**config.mk**
```make
export PLATFORM = sky130hd
export DESIGN_NAME = readout_sequencer
export DESIGN_NICKNAME = d
export VERILOG_FILES = /design/src/rtl/readout_sequencer.sv
export SDC_FILE = /design/constraint.sdc
export NUM_CORES = 1
export LEC_CHECK = 0
export ABC_AREA = 1
export CAP_MARGIN = 40
export CORE_UTILIZATION = 47
export CTS_CLUSTER_DIAMETER = 60
export CTS_CLUSTER_SIZE = 28
export DETAILED_ROUTE_END_ITERATION = 8
export GPL_TIMING_DRIVEN = 0
export HOLD_SLACK_MARGIN = 0.1
export PLACE_DENSITY = 0.81
export SYNTH_ARGS = -nofsm -noshare
export SYNTH_HDL_FRONTEND = slang
export SYNTH_SLANG_ARGS = --single-unit
```
**constraint.sdc**
```tcl
create_clock -name clk_i -period 2.8 [get_ports clk_i]
set_input_delay 0.28 -clock clk_i [delete_from_list [all_inputs] [get_ports clk_i]]
set_output_delay 0.28 -clock clk_i [all_outputs]
set_load 0.05 [all_outputs]
```
**src/rtl/readout_sequencer.sv**
```systemverilog
// Pixel-matrix readout sequencer: round-robin row selection, column scan and event handshake.
// Optional timestamping is built only when EVENT_TIMESTAMP_EN is defined.
module readout_sequencer #(
  parameter int ROWS    = 8,
  parameter int COLS    = 8,
  parameter int ROW_ADD = $clog2(ROWS),
  parameter int COL_ADD = $clog2(COLS),
  parameter int MAX_EVT = 4,
  parameter int TS_W    = 16
) (
  input  logic               clk_i,
  input  logic               reset_i,
  input  logic               enable_i,
  input  logic [ROWS-1:0]    row_req_i,
  input  logic [COLS-1:0]    pix_req_i,
  input  logic [COLS-1:0]    col_gnt_i,
  input  logic               event_ready_i,
  output logic [ROWS-1:0]    row_sel_o,
  output logic               col_en_o,
  output logic [COLS-1:0]    pix_clr_o,
  output logic               event_valid_o,
  output logic [ROW_ADD-1:0] x_add_o,
  output logic [COL_ADD-1:0] y_add_o,
  output logic [TS_W-1:0]    ts_o,
  output logic               busy_o
);

  localparam int CNT_W = $clog2(MAX_EVT + 1);

  typedef enum logic [2:0] {
    IDLE,
    ROW_PICK,
    SETTLE,
    COL_SCAN,
    EMIT,
    ROW_DONE
  } state_t;

  state_t             state, next_state;
  logic [ROW_ADD-1:0] last_row;
  logic [ROW_ADD-1:0] pick_row;
  logic [CNT_W-1:0]   evt_cnt;
  logic               load_row;
  logic               load_col;
  logic               handshake;
  logic               finish_row;
  logic               abort;

  // Search starts just above the last served row and wraps, so every requester gets a turn.
  function automatic logic [ROW_ADD-1:0] rr_pick(input logic [ROWS-1:0] req,
                                                 input logic [ROW_ADD-1:0] last);
    logic [ROW_ADD-1:0] sel;
    logic               found;
    int                 idx;
    sel   = '0;
    found = 1'b0;
    for (int i = 1; i <= ROWS; i++) begin
      idx = (int'(last) + i) % ROWS;
      if (!found && req[ROW_ADD'(idx)]) begin
        sel   = ROW_ADD'(idx);
        found = 1'b1;
      end
    end
    return sel;
  endfunction

  function automatic logic [COL_ADD-1:0] lowest_bit(input logic [COLS-1:0] v);
    logic [COL_ADD-1:0] r;
    r = '0;
    for (int i = COLS - 1; i >= 0; i--) begin
      if (v[i]) r = COL_ADD'(i);
    end
    return r;
  endfunction

  assign pick_row = rr_pick(row_req_i, last_row);
  assign busy_o   = (state != IDLE);

  always_ff @(posedge clk_i or posedge reset_i) begin
    if (reset_i) state <= IDLE;
    else         state <= next_state;
  end

  always_comb begin
    next_state    = state;
    col_en_o      = 1'b0;
    event_valid_o = 1'b0;
    pix_clr_o     = '0;
    load_row      = 1'b0;
    load_col      = 1'b0;
    handshake     = 1'b0;
    finish_row    = 1'b0;
    abort         = 1'b0;
    case (state)
      IDLE: begin
        if (enable_i && (row_req_i != '0)) next_state = ROW_PICK;
      end
      ROW_PICK: begin
        if (!enable_i || (row_req_i == '0)) begin
          next_state = IDLE;
          abort      = 1'b1;
        end else begin
          load_row   = 1'b1;
          next_state = SETTLE;
        end
      end
      SETTLE: begin
        if (!enable_i) begin
          next_state = IDLE;
          abort      = 1'b1;
        end else begin
          next_state = COL_SCAN;
        end
      end
      COL_SCAN: begin
        col_en_o = 1'b1;
        if (!enable_i) begin
          next_state = IDLE;
          abort      = 1'b1;
        end else if (pix_req_i == '0) begin
          next_state = ROW_DONE;
        end else if (col_gnt_i != '0) begin
          load_col   = 1'b1;
          next_state = EMIT;
        end
      end
      EMIT: begin
        // An in-flight event always completes, even if the sequencer is being disabled.
        event_valid_o = 1'b1;
        if (event_ready_i) begin
          handshake = 1'b1;
          pix_clr_o = COLS'(1) << y_add_o;
          if (!enable_i) begin
            next_state = IDLE;
            abort      = 1'b1;
          end else if (evt_cnt == CNT_W'(MAX_EVT - 1)) begin
            next_state = ROW_DONE;
          end else begin
            next_state = COL_SCAN;
          end
        end
      end
      ROW_DONE: begin
        finish_row = 1'b1;
        next_state = (enable_i && (row_req_i != '0)) ? ROW_PICK : IDLE;
      end
      default: next_state = IDLE;
    endcase
  end

  always_ff @(posedge clk_i or posedge reset_i) begin
    if (reset_i) begin
      row_sel_o <= '0;
      x_add_o   <= '0;
      y_add_o   <= '0;
      evt_cnt   <= '0;
      last_row  <= ROW_ADD'(ROWS - 1);
    end else begin
      if (load_row) begin
        row_sel_o <= ROWS'(1) << pick_row;
        x_add_o   <= pick_row;
      end
      if (load_col) y_add_o <= lowest_bit(col_gnt_i);
      if (handshake) evt_cnt <= evt_cnt + 1'b1;
      if (finish_row) begin
        last_row  <= x_add_o;
        evt_cnt   <= '0;
        row_sel_o <= '0;
      end
      if (abort) begin
        evt_cnt   <= '0;
        row_sel_o <= '0;
      end
    end
  end

`ifdef EVENT_TIMESTAMP_EN
  logic [TS_W-1:0] ts_cnt;

  always_ff @(posedge clk_i or posedge reset_i) begin
    if (reset_i) ts_cnt <= '0;
    else         ts_cnt <= ts_cnt + 1'b1;
  end

  // Capture the value the counter holds during the first EMIT cycle (cycles since reset).
  always_ff @(posedge clk_i or posedge reset_i) begin
    if (reset_i)       ts_o <= '0;
    else if (load_col) ts_o <= ts_cnt + 1'b1;
  end
`else
  assign ts_o = '0;
`endif

endmodule

```
Yosys cells after proc, flatten, opt, wreduce, memory -nomap -nowiden. Index checks and enable logic that the tools add are counted.

Magnitude comparators: 8. Reductions and logical operators: 27. Shift operators: 2. Equality and inequality tests: 9. $add $sub $neg: 9. Muxes and demuxes: 81.

Operators by type and width (count): $mux 3 (26); $lt 3x5->1 const B (8); $mux 8 (5); $mux 1 (38); $bmux 1 s3 (8); $pmux 3 s6 (1); $logic_not 8->1 (2); $reduce_bool 8->1 (2); $shl 1x3->8 const A (2); $add 3x3->3 const B (4); $add 3x1->3 const B (3); $eq 3x2->1 const B (3); $reduce_bool 3->1 (3); $logic_and 1x1->1 (8); $logic_not 1->1 (8); $add 3x2->3 const B (2); $eq 3x3->1 const B (2); $mux 2 (2); $ne 2x2->1 const B (2); $ne 4x4->1 const B (1); $eq 3x1->1 const B (1); $logic_not 3->1 (1); $pmux 1 s3 (1); $reduce_and 3->1 (1); other kinds (2) (2).

Bits in registers: 23. Logic and storage cells: 142. Bits of input ports: 28. Output and inout port bits: 41.

Logic depth before layout (Yosys ltp).
Word-level depth: 30. Mapped depth: 19. Gate-level depth less buffers: 17.

Worst setup path before layout. OpenSTA, ideal clock, no wires.

Kind: register -> register. Start point: register last_row[0]. End point: register row_sel_o[0]. Setup time: 0.118 ns. Setup slack: 0.404 ns. Stages on the path, launching flop included: 19. Data arrival time: 2.278 ns. Period minus slack after synthesis: 2.396 ns. Path through: dfstp_2 -> inv_2 -> buf_6 -> ha_1 -> buf_2 -> inv_1 -> nand3_1 -> nand3_2 -> nand2_2 -> nor2_4 -> nand4_2 -> nor2_4 -> nand2_1 -> nand2_1 -> nor2_1 -> nor2_2 -> nor2_1 -> nand2_1 -> nand2_1.

Word-level cells in the longest chain between the ends: 30. Elaborated cells between the ends (all ways): 65. Classes of those cells: add/sub (8); shift (1); mux (42); reduce/logical (14).

Ends and longest elaborated chain: start, declared (RTL line 40) `logic [ROW_ADD-1:0] last_row;`; start signal, assigned (RTL line 157) `last_row <= ROW_ADD'(ROWS - 1);`; start signal, assigned (RTL line 166) `last_row <= x_add_o;`; $add 3x1->3 (RTL line 58) `idx = (int'(last) + i) % ROWS;`; $bmux 1 s3 (RTL line 59) `if (!found && req[ROW_ADD'(idx)]) begin`; $mux 1 (implied by the code) (2 in series) (RTL line 59); $mux 1 (RTL line 59); $logic_not 1->1 (RTL line 59); $logic_and 1x1->1 (RTL line 59); $mux 1 (RTL line 59); $logic_not 1->1 (RTL line 59); [... 13 more ...]; $mux 1 (RTL line 59); $logic_not 1->1 (RTL line 59); $logic_and 1x1->1 (RTL line 59); $mux 3 (*) (RTL line 59); $shl 1x3->8 (*) (RTL line 160) `row_sel_o <= ROWS'(1) << pick_row;`; $mux 8 (*) (RTL line 159) `if (load_row) begin`; $mux 8 (*) (RTL line 165) `if (finish_row) begin`; $mux 8 (*) (RTL line 170) `if (abort) begin`; end signal, assigned (RTL line 160); end, declared (RTL line 18) `output logic [ROWS-1:0] row_sel_o,`.

Every way passes the cells marked *; elsewhere a longest branch is shown, timed or not. The select of a mux whose other input is x is not followed. A chain may end at the register's enable or synchronous reset.

Worst setup path after layout.
Start point: register last_row[0]. End point: register row_sel_o[1].

The elaborated chain is that of the path after synthesis.

==> metrics.txt <==
min cycle time layout roughly 2600 ps; Area contributors post-synth dfrtp_1 (23%), nand2_1 (19%), nand3_1 (8.0%); top achievable clock speed ~0.38 GHz; Crit Path Class reg2reg; Top-Level Pins ~70; Worst Skew around 1.2 ps; Die Ht roughly 70 um; number of flops mapped to enable cells by yosys 0; fin. max-slew vios 0; Hold Buf Count CTS 0; antenna-violating nets left 0; CP endpoint kind flip-flop; Final Net Count 450; GR Overflow Total 0; Vias between 2,000 and 2,500; most frequent cell after synthesis nand2_1; Design Area, Final just under 0.003 sq mm; HPWL after detailed placement between 4000 and 5000 um; mapped cell area roughly 0.0022 sq mm; Layout Area Growth over Synthesis 33.9%; Die X 70.3 um; layout cells sized above 1 about 15%; Yosys top cell area share between 20% and 30%; DR iter-0 viols approximately 170; Critical Path AT 2790 ps; maximum vdd drop 0.687 mV; GRT Overall Usage between 20% and 30%; status complete, no violations; detailed-route wire length per cell ~12 um; H-tree depth reported by CTS 1; Max-cap violations 0; cell accounting for the most synthesized area dfrtp_1; first-pass GRT wire length 9190 um; Synth Area in XOR/XNOR under 10%; synth cell count leaders nand2_1 (109), nor2_1 (38), nand3_1 (35); # rows 24; RSZ-0062 raised after global routing false; clk sinks 23; Fillers approximately 380; WP data required 2960 ps; CTS tree built; synthesized-area fraction occupied by adder cells 2.29%; largest family of logic cells by synthesized area simple AND/OR/NAND/NOR gates; final wirelength 5410 um; compound-gate portion of the synthesized area under 10%; drt pass-1 iters 5; post-synthesis simple-gate area fraction between 40% and 50%; fin crit share between 90% and 100%; CTS buffer count 3; Final Setup Violations 0; Core Region ~0.0044 sq mm; GR met1 Demand/Resource ~28%; drc violations 0; Die ar. approximately 0.005 sq mm; Unique masters post-synth 34; antenna cell count 0; Crit Path Max Fanout 10; initial antenna violation count 0; register area share after synthesis 26.5%; Synth Instances about 340; root buffer cell clkbuf_8; syn avg cell area approximately 6.4 sq um; port buffer count 52; Synth Register Bits 23; latest clock arrival within the worst-skew pair approximately 260 ps; Worst-Margin Slew 590 ps; clk buf depth 2; Max transition margin around three fifths; Power Dens Cells approximately 1200 mW/mm^2; Async S/R FF share, synth 100%; yosys warns 0; GPL Wtd Cong slightly below 0.9; DR vias/cell slightly above 5; busiest metal layer after global routing met2; multiplexer share of the synthesized area 0%; final hold vios 0; met2 Use GR 42.4%; clock slew at reported path FFs about 80 ps; leakage about 0.0015 uW; Starting Density between 40% and 50%; largest net degree at the start of global routing 20; grt met3 use around 2.3%; top_reg_cell synth dfrtp_1; Total Neg Setup Slack 0 ps; Placement Cell Area around 0.0029 sq mm; vias in the first global route 2,147; Critical Path Source Type flip-flop; worst min path class in2async
-- critical path: stages (launching register included) --
cell,delay [ps]
dfstp_2,560
inv_2,40
buf_6,130
ha_1,280
buf_4,170
inv_4,80
nand3_1,100
nand2_1,100
nand2_1,70
nand2_2,120
nand3_2,130
nor2_4,160
nand3_2,110
nor2_1,100
nor2_1,70
nand3_2,110
nor2_1,70
nand2_1,70
nand2_1,50
-- power breakdown --
| group | total, uW | switching [uW] | internal [uW] |
|---|---|---|---|
| Combinational | 2660 | 1820 | 841 |
| Clock | 203 | 103 | 99.2 |
| Sequential | 549 | 87.1 | 462 |
-- cell families (layout without fill, tap and decap cells) --
logic type	count (synthesis)	after routing
and+or+nand+nor	216	216
buffers and inverters	62	120
AOI/OAI and AO/OA	35	35
DFF	23	23
adders and majority gates	4	4
xor gates and xnor gates	3	3
other	1	16
-- repair_timing --
item                       CTS  global route
setup endpoints to repair    0            11
setup buffers                0             1
gates resized for setup      0             8
hold endpoints to repair     0             0
-- per-stage QoR --
stage,worst slack (ps),total power [uW],hold WS [ps],util (%),cells
floorplan,404,2520,280,-,359
global placement,123,3090,463,64.1,463
detailed placement,83.5,3130,473,64.8,464
CTS,53.3,3350,257,65.8,468
global route,9.22,3700,281,66.4,469
finish,172,3410,260,66.4,469
-- cell type report --
cell class                 instances  area, sq um  share of cell area [%]
clock inverter                     1         5.00                   0.171
sequential                        23          579                    19.8
clock buffer                       3         41.3                    1.41
inverter                          41          156                    5.34
timing repair buffer              54          558                    19.0
buffer                            21          169                    5.76
multi-input combinational        274         1360                    46.3
tap                               52         65.1                    2.22
-- flip-flops by register name (all words and copies together) (netlist names) --
signal / cells
evt_cnt: 3
last_row: 3
row_sel_o: 8
state: 3
x_add_o: 3
y_add_o: 3
-- cell usage in the layout (no fill, tap or decap), types with 3 or more instances in the layout --
| cell | n |
|---|---|
| clkbuf_8 | 3 |
| nand3_1 | 35 |
| dfrtp_1 | 20 |
| nand2_1 | 108 |
| dfstp_2 | 3 |
| conb_1 | 16 |
| inv_2 | 8 |
| clkdlybuf4s50_1 | 51 |
| nor2_1 | 38 |
| buf_6 | 3 |
| nand3_2 | 7 |
| o21ai_0 | 14 |
| nor3_1 | 4 |
| nor2_4 | 3 |
| o21ai_1 | 9 |
| nand4_1 | 7 |
| inv_1 | 31 |
| ha_1 | 4 |
| buf_4 | 19 |
| nor4_1 | 3 |
| a21oi_1 | 6 |
-- routing by layer --
metal	vias to the layer above	wire length [um]	share of wire, %
met5	-	0	0
met4	0	52	0.96
met3	2	285	5.3
met2	80	2840	53
met1	1083	2230	41
li1	1232	-	-
-- worst paths after layout --
kind | start | endpoint | slack [ps] | cells after the start
max | last_row[0] | row_sel_o[1] | 170 | 18
min | reset_i | row_sel_o[6] | 260 | 2
max reg2reg | last_row[0] | row_sel_o[1] | 170 | 18
min reg2reg | row_sel_o[0] | row_sel_o[0] | 490 | 2
max in group asynchronous | reset_i | last_row[0] | 2070 | 3
min in group clk_i | row_sel_o[0] | row_sel_o[0] | 490 | 2
(Power assumes the default switching activity.)
